===== src/rtl/mem_arb_pkg.sv =====
// mem_arb_pkg: shared types and default widths for the memory arbiter.
// Contents: FSM state enum, port-select enum, default address/data widths.
package mem_arb_pkg;

    localparam int DEF_ADDR_W = 32;
    localparam int DEF_DATA_W = 32;

    typedef enum logic [1:0] {
        IDLE    = 2'd0,
        SERVE_D = 2'd1,
        SERVE_I = 2'd2,
        DONE    = 2'd3
    } arb_state_e;

    typedef enum logic {
        PORT_D = 1'b0,
        PORT_I = 1'b1
    } port_e;

endpackage


===== src/rtl/mem_arbiter_if.sv =====
// mem_arbiter_if: data port, fetch port and shared memory port bundle.
// Modports: slave = arbiter view, master = requesters + memory view.
interface mem_arbiter_if
    import mem_arb_pkg::*;
#(
    parameter int ADDR_W = DEF_ADDR_W,
    parameter int DATA_W = DEF_DATA_W
);

    logic              d_read;
    logic              d_write;
    logic [ADDR_W-1:0] d_addr;
    logic [DATA_W-1:0] d_wdata;
    logic [DATA_W-1:0] d_rdata;
    logic              d_stall;

    logic              i_read;
    logic [ADDR_W-1:0] i_addr;
    logic [DATA_W-1:0] i_rdata;
    logic              i_stall;

    logic              mem_req;
    logic              mem_we;
    logic [ADDR_W-1:0] mem_addr;
    logic [DATA_W-1:0] mem_wdata;
    logic [DATA_W-1:0] mem_rdata;
    logic              mem_ready;

    modport slave (
        input  d_read, d_write, d_addr, d_wdata,
        output d_rdata, d_stall,
        input  i_read, i_addr,
        output i_rdata, i_stall,
        output mem_req, mem_we, mem_addr, mem_wdata,
        input  mem_rdata, mem_ready
    );

    modport master (
        output d_read, d_write, d_addr, d_wdata,
        input  d_rdata, d_stall,
        output i_read, i_addr,
        input  i_rdata, i_stall,
        input  mem_req, mem_we, mem_addr, mem_wdata,
        output mem_rdata, mem_ready
    );

endinterface


===== src/rtl/arb_grant.sv =====
// arb_grant: combinational grant select between data and fetch requests.
// Ports: d_req, i_req, last_gnt (round-robin build only) -> gnt_valid, gnt_port.
// MEM_ARBITER_ROUND_ROBIN_EN: alternate on contention, else data wins.
module arb_grant
    import mem_arb_pkg::*;
(
    input  logic  d_req,
    input  logic  i_req,
`ifdef MEM_ARBITER_ROUND_ROBIN_EN
    input  port_e last_gnt,
`endif
    output logic  gnt_valid,
    output port_e gnt_port
);

    always_comb begin
        gnt_valid = d_req | i_req;
        gnt_port  = PORT_D;
`ifdef MEM_ARBITER_ROUND_ROBIN_EN
        if (d_req && i_req) begin
            gnt_port = (last_gnt == PORT_D) ? PORT_I : PORT_D;
        end else if (i_req) begin
            gnt_port = PORT_I;
        end
`else
        if (!d_req && i_req) begin
            gnt_port = PORT_I;
        end
`endif
    end

endmodule


===== src/rtl/mem_arbiter.sv =====
// mem_arbiter: serialises MEM-stage data and IF-stage fetch accesses onto
// one shared memory port. Ports: clk, rst_n (async, active-low), bus
// (mem_arbiter_if.slave). Optional MEM_ARBITER_ROUND_ROBIN_EN.
module mem_arbiter
    import mem_arb_pkg::*;
#(
    parameter int ADDR_W = DEF_ADDR_W,
    parameter int DATA_W = DEF_DATA_W
)(
    input logic         clk,
    input logic         rst_n,
    mem_arbiter_if.slave bus
);

    arb_state_e        state_q, state_d;
    logic              mem_req_q, mem_req_d;
    logic              mem_we_q, mem_we_d;
    logic [ADDR_W-1:0] mem_addr_q, mem_addr_d;
    logic [DATA_W-1:0] mem_wdata_q, mem_wdata_d;
    logic [DATA_W-1:0] d_rdata_q, d_rdata_d;
    logic [DATA_W-1:0] i_rdata_q, i_rdata_d;
    logic              d_done_q, d_done_d;
    logic              i_done_q, i_done_d;
`ifdef MEM_ARBITER_ROUND_ROBIN_EN
    port_e             last_q, last_d;
`endif

    logic  d_req;
    logic  i_req;
    logic  gnt_valid;
    port_e gnt_port;

    assign d_req = bus.d_read | bus.d_write;
    assign i_req = bus.i_read;

    arb_grant u_grant (
        .d_req     (d_req),
        .i_req     (i_req),
`ifdef MEM_ARBITER_ROUND_ROBIN_EN
        .last_gnt  (last_q),
`endif
        .gnt_valid (gnt_valid),
        .gnt_port  (gnt_port)
    );

    always_comb begin
        state_d     = state_q;
        mem_req_d   = mem_req_q;
        mem_we_d    = mem_we_q;
        mem_addr_d  = mem_addr_q;
        mem_wdata_d = mem_wdata_q;
        d_rdata_d   = d_rdata_q;
        i_rdata_d   = i_rdata_q;
        d_done_d    = 1'b0;
        i_done_d    = 1'b0;
`ifdef MEM_ARBITER_ROUND_ROBIN_EN
        last_d      = last_q;
`endif
        unique case (state_q)
            IDLE: begin
                if (gnt_valid) begin
                    mem_req_d = 1'b1;
`ifdef MEM_ARBITER_ROUND_ROBIN_EN
                    last_d    = gnt_port;
`endif
                    if (gnt_port == PORT_D) begin
                        state_d     = SERVE_D;
                        mem_addr_d  = bus.d_addr;
                        mem_wdata_d = bus.d_wdata;
                        // read+write together is a write
                        mem_we_d    = bus.d_write;
                    end else begin
                        state_d     = SERVE_I;
                        mem_addr_d  = bus.i_addr;
                        mem_wdata_d = '0;
                        mem_we_d    = 1'b0;
                    end
                end
            end
            SERVE_D: begin
                if (bus.mem_ready) begin
                    state_d   = DONE;
                    mem_req_d = 1'b0;
                    d_done_d  = 1'b1;
                    if (!mem_we_q) begin
                        d_rdata_d = bus.mem_rdata;
                    end
                end
            end
            SERVE_I: begin
                if (bus.mem_ready) begin
                    state_d   = DONE;
                    mem_req_d = 1'b0;
                    i_done_d  = 1'b1;
                    i_rdata_d = bus.mem_rdata;
                end
            end
            DONE: begin
                state_d = IDLE;
            end
            default: begin
                state_d = IDLE;
            end
        endcase
    end

    always_ff @(posedge clk or negedge rst_n) begin
        if (!rst_n) begin
            state_q     <= IDLE;
            mem_req_q   <= 1'b0;
            mem_we_q    <= 1'b0;
            mem_addr_q  <= '0;
            mem_wdata_q <= '0;
            d_rdata_q   <= '0;
            i_rdata_q   <= '0;
            d_done_q    <= 1'b0;
            i_done_q    <= 1'b0;
`ifdef MEM_ARBITER_ROUND_ROBIN_EN
            last_q      <= PORT_I;
`endif
        end else begin
            state_q     <= state_d;
            mem_req_q   <= mem_req_d;
            mem_we_q    <= mem_we_d;
            mem_addr_q  <= mem_addr_d;
            mem_wdata_q <= mem_wdata_d;
            d_rdata_q   <= d_rdata_d;
            i_rdata_q   <= i_rdata_d;
            d_done_q    <= d_done_d;
            i_done_q    <= i_done_d;
`ifdef MEM_ARBITER_ROUND_ROBIN_EN
            last_q      <= last_d;
`endif
        end
    end

    assign bus.mem_req   = mem_req_q;
    assign bus.mem_we    = mem_we_q;
    assign bus.mem_addr  = mem_addr_q;
    assign bus.mem_wdata = mem_wdata_q;
    assign bus.d_rdata   = d_rdata_q;
    assign bus.i_rdata   = i_rdata_q;
    // release only in the DONE cycle of the port's own access
    assign bus.d_stall   = d_req & ~d_done_q;
    assign bus.i_stall   = i_req & ~i_done_q;

endmodule


===== src/flat_wrapper.sv =====
// flat-port wrapper written by rule: the top's interface ports become plain ports
module mem_arbiter_flat import mem_arb_pkg::*;
#(
    parameter int ADDR_W = DEF_ADDR_W,
    parameter int DATA_W = DEF_DATA_W
)
  (clk, rst_n, bus_d_read, bus_d_write, bus_d_addr, bus_d_wdata, bus_d_rdata, bus_d_stall, bus_i_read, bus_i_addr, bus_i_rdata, bus_i_stall, bus_mem_req, bus_mem_we, bus_mem_addr, bus_mem_wdata, bus_mem_rdata, bus_mem_ready);
  mem_arbiter_if #(.ADDR_W(ADDR_W), .DATA_W(DATA_W)) bus_i ();
  input logic clk;
  input logic rst_n;
  input wire logic [$bits(bus_i.d_read)-1:0] bus_d_read;
  input wire logic [$bits(bus_i.d_write)-1:0] bus_d_write;
  input wire logic [$bits(bus_i.d_addr)-1:0] bus_d_addr;
  input wire logic [$bits(bus_i.d_wdata)-1:0] bus_d_wdata;
  output wire logic [$bits(bus_i.d_rdata)-1:0] bus_d_rdata;
  output wire logic [$bits(bus_i.d_stall)-1:0] bus_d_stall;
  input wire logic [$bits(bus_i.i_read)-1:0] bus_i_read;
  input wire logic [$bits(bus_i.i_addr)-1:0] bus_i_addr;
  output wire logic [$bits(bus_i.i_rdata)-1:0] bus_i_rdata;
  output wire logic [$bits(bus_i.i_stall)-1:0] bus_i_stall;
  output wire logic [$bits(bus_i.mem_req)-1:0] bus_mem_req;
  output wire logic [$bits(bus_i.mem_we)-1:0] bus_mem_we;
  output wire logic [$bits(bus_i.mem_addr)-1:0] bus_mem_addr;
  output wire logic [$bits(bus_i.mem_wdata)-1:0] bus_mem_wdata;
  input wire logic [$bits(bus_i.mem_rdata)-1:0] bus_mem_rdata;
  input wire logic [$bits(bus_i.mem_ready)-1:0] bus_mem_ready;
  assign bus_i.d_read = bus_d_read;
  assign bus_i.d_write = bus_d_write;
  assign bus_i.d_addr = bus_d_addr;
  assign bus_i.d_wdata = bus_d_wdata;
  assign bus_d_rdata = bus_i.d_rdata;
  assign bus_d_stall = bus_i.d_stall;
  assign bus_i.i_read = bus_i_read;
  assign bus_i.i_addr = bus_i_addr;
  assign bus_i_rdata = bus_i.i_rdata;
  assign bus_i_stall = bus_i.i_stall;
  assign bus_mem_req = bus_i.mem_req;
  assign bus_mem_we = bus_i.mem_we;
  assign bus_mem_addr = bus_i.mem_addr;
  assign bus_mem_wdata = bus_i.mem_wdata;
  assign bus_i.mem_rdata = bus_mem_rdata;
  assign bus_i.mem_ready = bus_mem_ready;
  mem_arbiter #(.ADDR_W(ADDR_W), .DATA_W(DATA_W)) u_core (.clk(clk), .rst_n(rst_n), .bus(bus_i));
endmodule

===== config.mk =====
export PLATFORM = sky130hd
export DESIGN_NAME = mem_arbiter_flat
export DESIGN_NICKNAME = d
export VERILOG_FILES = /design/src/rtl/mem_arb_pkg.sv /design/src/rtl/mem_arbiter_if.sv /design/src/rtl/arb_grant.sv /design/src/rtl/mem_arbiter.sv /design/src/flat_wrapper.sv
export SDC_FILE = /design/constraint.sdc
export NUM_CORES = 1
export LEC_CHECK = 0
export CAP_MARGIN = 20
export CORE_MARGIN = 10
export CORE_UTILIZATION = 40
export DETAILED_ROUTE_END_ITERATION = 8
export PLACE_DENSITY = 0.86
export SLEW_MARGIN = 20
export SYNTH_ARGS = -nofsm -noshare
export SYNTH_HDL_FRONTEND = slang
export SYNTH_SLANG_ARGS = --single-unit

===== constraint.sdc =====
create_clock -name clk -period 1.71 [get_ports clk]
set_input_delay 0.513 -clock clk [delete_from_list [all_inputs] [get_ports clk]]
set_output_delay 0.513 -clock clk [all_outputs]
set_load 0.05 [all_outputs]

==> results.json <==
{
  "outcome": "complete, no violations",
  "crit_type": "input port to output port",
  "power_mw": 26.3,
  "min_path_type": "input port to asynchronous set/reset pin",
  "irDropWorstVdd_mv": 1.60,
  "fp.coreArea_um2": 12800,
  "clkPwrFrac_pct": 13.4,
  "ys_types": 27,
  "die_h_um": 135,
  "start_kind": "input port",
  "gp_congestion": 0.792,
  "synthCells": 381,
  "rsz0062_at_grt": "true",
  "ys_top_cells_by_area": "dfrtp_1 63%, mux2_4 8.5%, mux2_2 7.2%",
  "synth_area_um2": 5280,
  "timing.final.ws_setup_ns": 0.0337,
  "via_per_inst": 5.16,
  "maxSlewHeadroom_pct": 73.1,
  "die-area_um2": 18200,
  "dp_slack_ns": -0.372,
  "worstPathRequired_ns": 1.20,
  "cp_common_cell": "nor2_2",
  "first_global_vias": 5045,
  "fmax_mhz": 597,
  "period_share_pct": 98.0,
  "worstSkewPairLatency_ns": 0.41,
  "drc": 0,
  "drv_cap": 0,
  "synth.avg_cell_area_um2": 13.9,
  "drive_gt1_share_pct": 37.9,
  "cts_buffers": 17,
  "yosysMostFrequentCell": "dfrtp_1",
  "hold_violations": 0,
  "p_switching_mw": 11.4,
  "start_util_pct": 41.3,
  "synth.net_count": 519,
  "synth.top_cell.area_share_pct": 63.5,
  "hpwl_um": 14900,
  "critPathMaxFanout": 2,
  "switching_share_pct": 43.1,
  "ys_ff_latch": 134,
  "h-tree-depth": 4,
  "drt_first_iter_violations": 294,
  "skew_ns": 0.00856,
  "min_period_ns": 1.68,
  "num_rows": 41,
  "grt_remaining_overflow": 0,
  "ant_nets": 0,
  "io_buffer_count": 265,
  "synth_edf_count": 0,
  "io_pins": 266,
  "yosysTopAreaCell": "dfrtp_1",
  "grt_max_degree": 74,
  "path_buf_inv": 2,
  "tightest_slew_ns": 0.404,
  "synth-main-ff-cell": "dfrtp_1",
  "clock_sinks": 134,
  "grt_use_total_pct": 21.9,
  "critical_path.top_delay_family": "buffers and inverters",
  "max_stage_delay_ns": 0.26,
  "num_antenna_cells": 0,
  "grt_antenna_before_repair": 0,
  "cts_max_path_buffers": 2,
  "power_density_nw_per_um2": 2590,
  "wl_per_cell_um": 23.6,
  "setup_violations": 0,
  "async_reset_ff_share_pct": 100,
  "yosysSeqAreaShare_pct": 63.5,
  "cp.arrival_ns": 1.16,
  "crit_slowest_cell": "dlygate4sd2_1",
  "grt_pass1_wl_um": 30600,
  "end_kind": "output port",
  "wl_um": 19900,
  "clockRootBuffer": "clkbuf_16",
  "crit_chain": "dlygate4sd2_1 -> nor2_2 -> nor2_2 -> buf_12",
  "yosys-top-cells-count": "134 x dfrtp_1, 66 x nor2_1, 34 x mux2_2",
  "p_leak_nw": 4.59,
  "yosysWarnings": 0,
  "power_frac_comb_pct": 61.5,
  "pwr-share-seq_pct": 25.1,
  "vias": 4351,
  "drv_slew": 0,
  "cts_tree": "done",
  "nets": 796,
  "syn2layout_area_growth_pct": 92.4,
  "dieWidth_um": 135,
  "path_clk_slew_ns": 0.06,
  "p_int_mw": 15.0,
  "drtPass1Iterations": 5
}
## flip-flops by register name (all words and copies together) (netlist names)
register	cells
u_core.bus.mem_we	1
u_core.bus.mem_req	1
u_core.state_q	2
u_core.bus.mem_wdata	32
u_core.bus.mem_addr	32
u_core.d_done_q	1
u_core.bus.i_rdata	32
u_core.i_done_q	1
u_core.bus.d_rdata	32
## cell usage in the layout, fill, tap and decap left out, types with 2 or more instances in the layout
cell type and n:
dlygate4sd2_1 2, mux2_2 34, o22ai_1 33, clkdlybuf4s50_1 129, clkbuf_16 17, buf_12 142
clkbuf_1 4, mux2_4 30, a21oi_1 2, nand2_1 2, clkbuf_8 2, ha_1 3
inv_1 4, a22o_1 33, bufinv_16 2, dfrtp_1 134, nor2_2 3, nor2_1 64
clkinv_2 5, buf_4 8
## logic make-up after synthesis
family          synth area share [%]
flops                           63.5
compound gates                  10.7
simple gates                    5.83
mux                             15.8
buf+inv                         3.29
fa+ha+maj                      0.948
## worst paths after layout
path / from / endpoint / slack, ns / cells after the start
min in group clk: u_core.bus.mem_wdata[18]$_DFFE_PN0P_ / u_core.bus.mem_wdata[18]$_DFFE_PN0P_ / 0.57 / 1
max in group asynchronous: rst_n / u_core.bus.mem_wdata[29]$_DFFE_PN0P_ / 1.24 / 2
setup reg to reg: u_core.state_q[0]$_DFFE_PN0P_ / u_core.bus.mem_addr[16]$_DFFE_PN0P_ / 0.05 / 6
hold reg to reg: u_core.bus.mem_wdata[18]$_DFFE_PN0P_ / u_core.bus.mem_wdata[18]$_DFFE_PN0P_ / 0.57 / 1
setup / recovery: bus_d_write / bus_d_stall / 0.03 / 4
hold / removal: rst_n / u_core.bus.d_rdata[5]$_DFFE_PN0P_ / 0.11 / 2
## final cells by class
cell class                      instances  area (µm²)
Multi-Input combinational cell        218        1790
Clock buffer                           23         468
Clock inverter                          9         101
Sequential cell                       134        3350
Timing Repair Buffer                  282        4220
Inverter                                5        18.8
Tap cell                              172         215
Fill cell                             652        2610
## layer usage
layer | share of wire, % | wire (µm) | GRT usage [%] | up-vias
met4 | 2.1 | 418 | 6.59 | 0
met5 | 0 | 0 | 0 | -
met3 | 9.1 | 1810 | 9.05 | 30
met1 | 35 | 6870 | 22.6 | 2185
met2 | 54 | 10800 | 39.6 | 219
li1 | - | - | - | 1917
## through the flow
stage	cell area, µm²	std cells	TNS, ns	util, %	hold slack [ns]
2_1_floorplan	5290	381	0	-	0.217
3_3_place_gp	9590	811	-27.55	75.0	0.546
3_5_place_dp	9590	811	-34.66	75.0	0.558
4_1_cts	10200	843	0	79.6	0.116
5_1_grt	10200	843	-0.0104	79.6	0.129
6_report	10200	843	0	79.6	0.114
## power by group through the flow
stage | clock network (mW) | logic, mW | registers (mW)
2_1_floorplan | 0 | 2.93 | 10.9
3_3_place_gp | 0 | 15.8 | 6.43
3_5_place_dp | 0 | 16.2 | 6.59
4_1_cts | 3.60 | 16.3 | 6.61
5_1_grt | 3.74 | 16.7 | 6.79
6_report | 3.54 | 16.2 | 6.60
## what timing repair did
action,CTS,global route
setup buffers,0,0
hold buffers,0,0
gates resized for setup,7,3
setup endpoints to repair,34,8
hold endpoints to repair,0,0
pin swaps,1,1
Power figures use the tool's default switching activity.
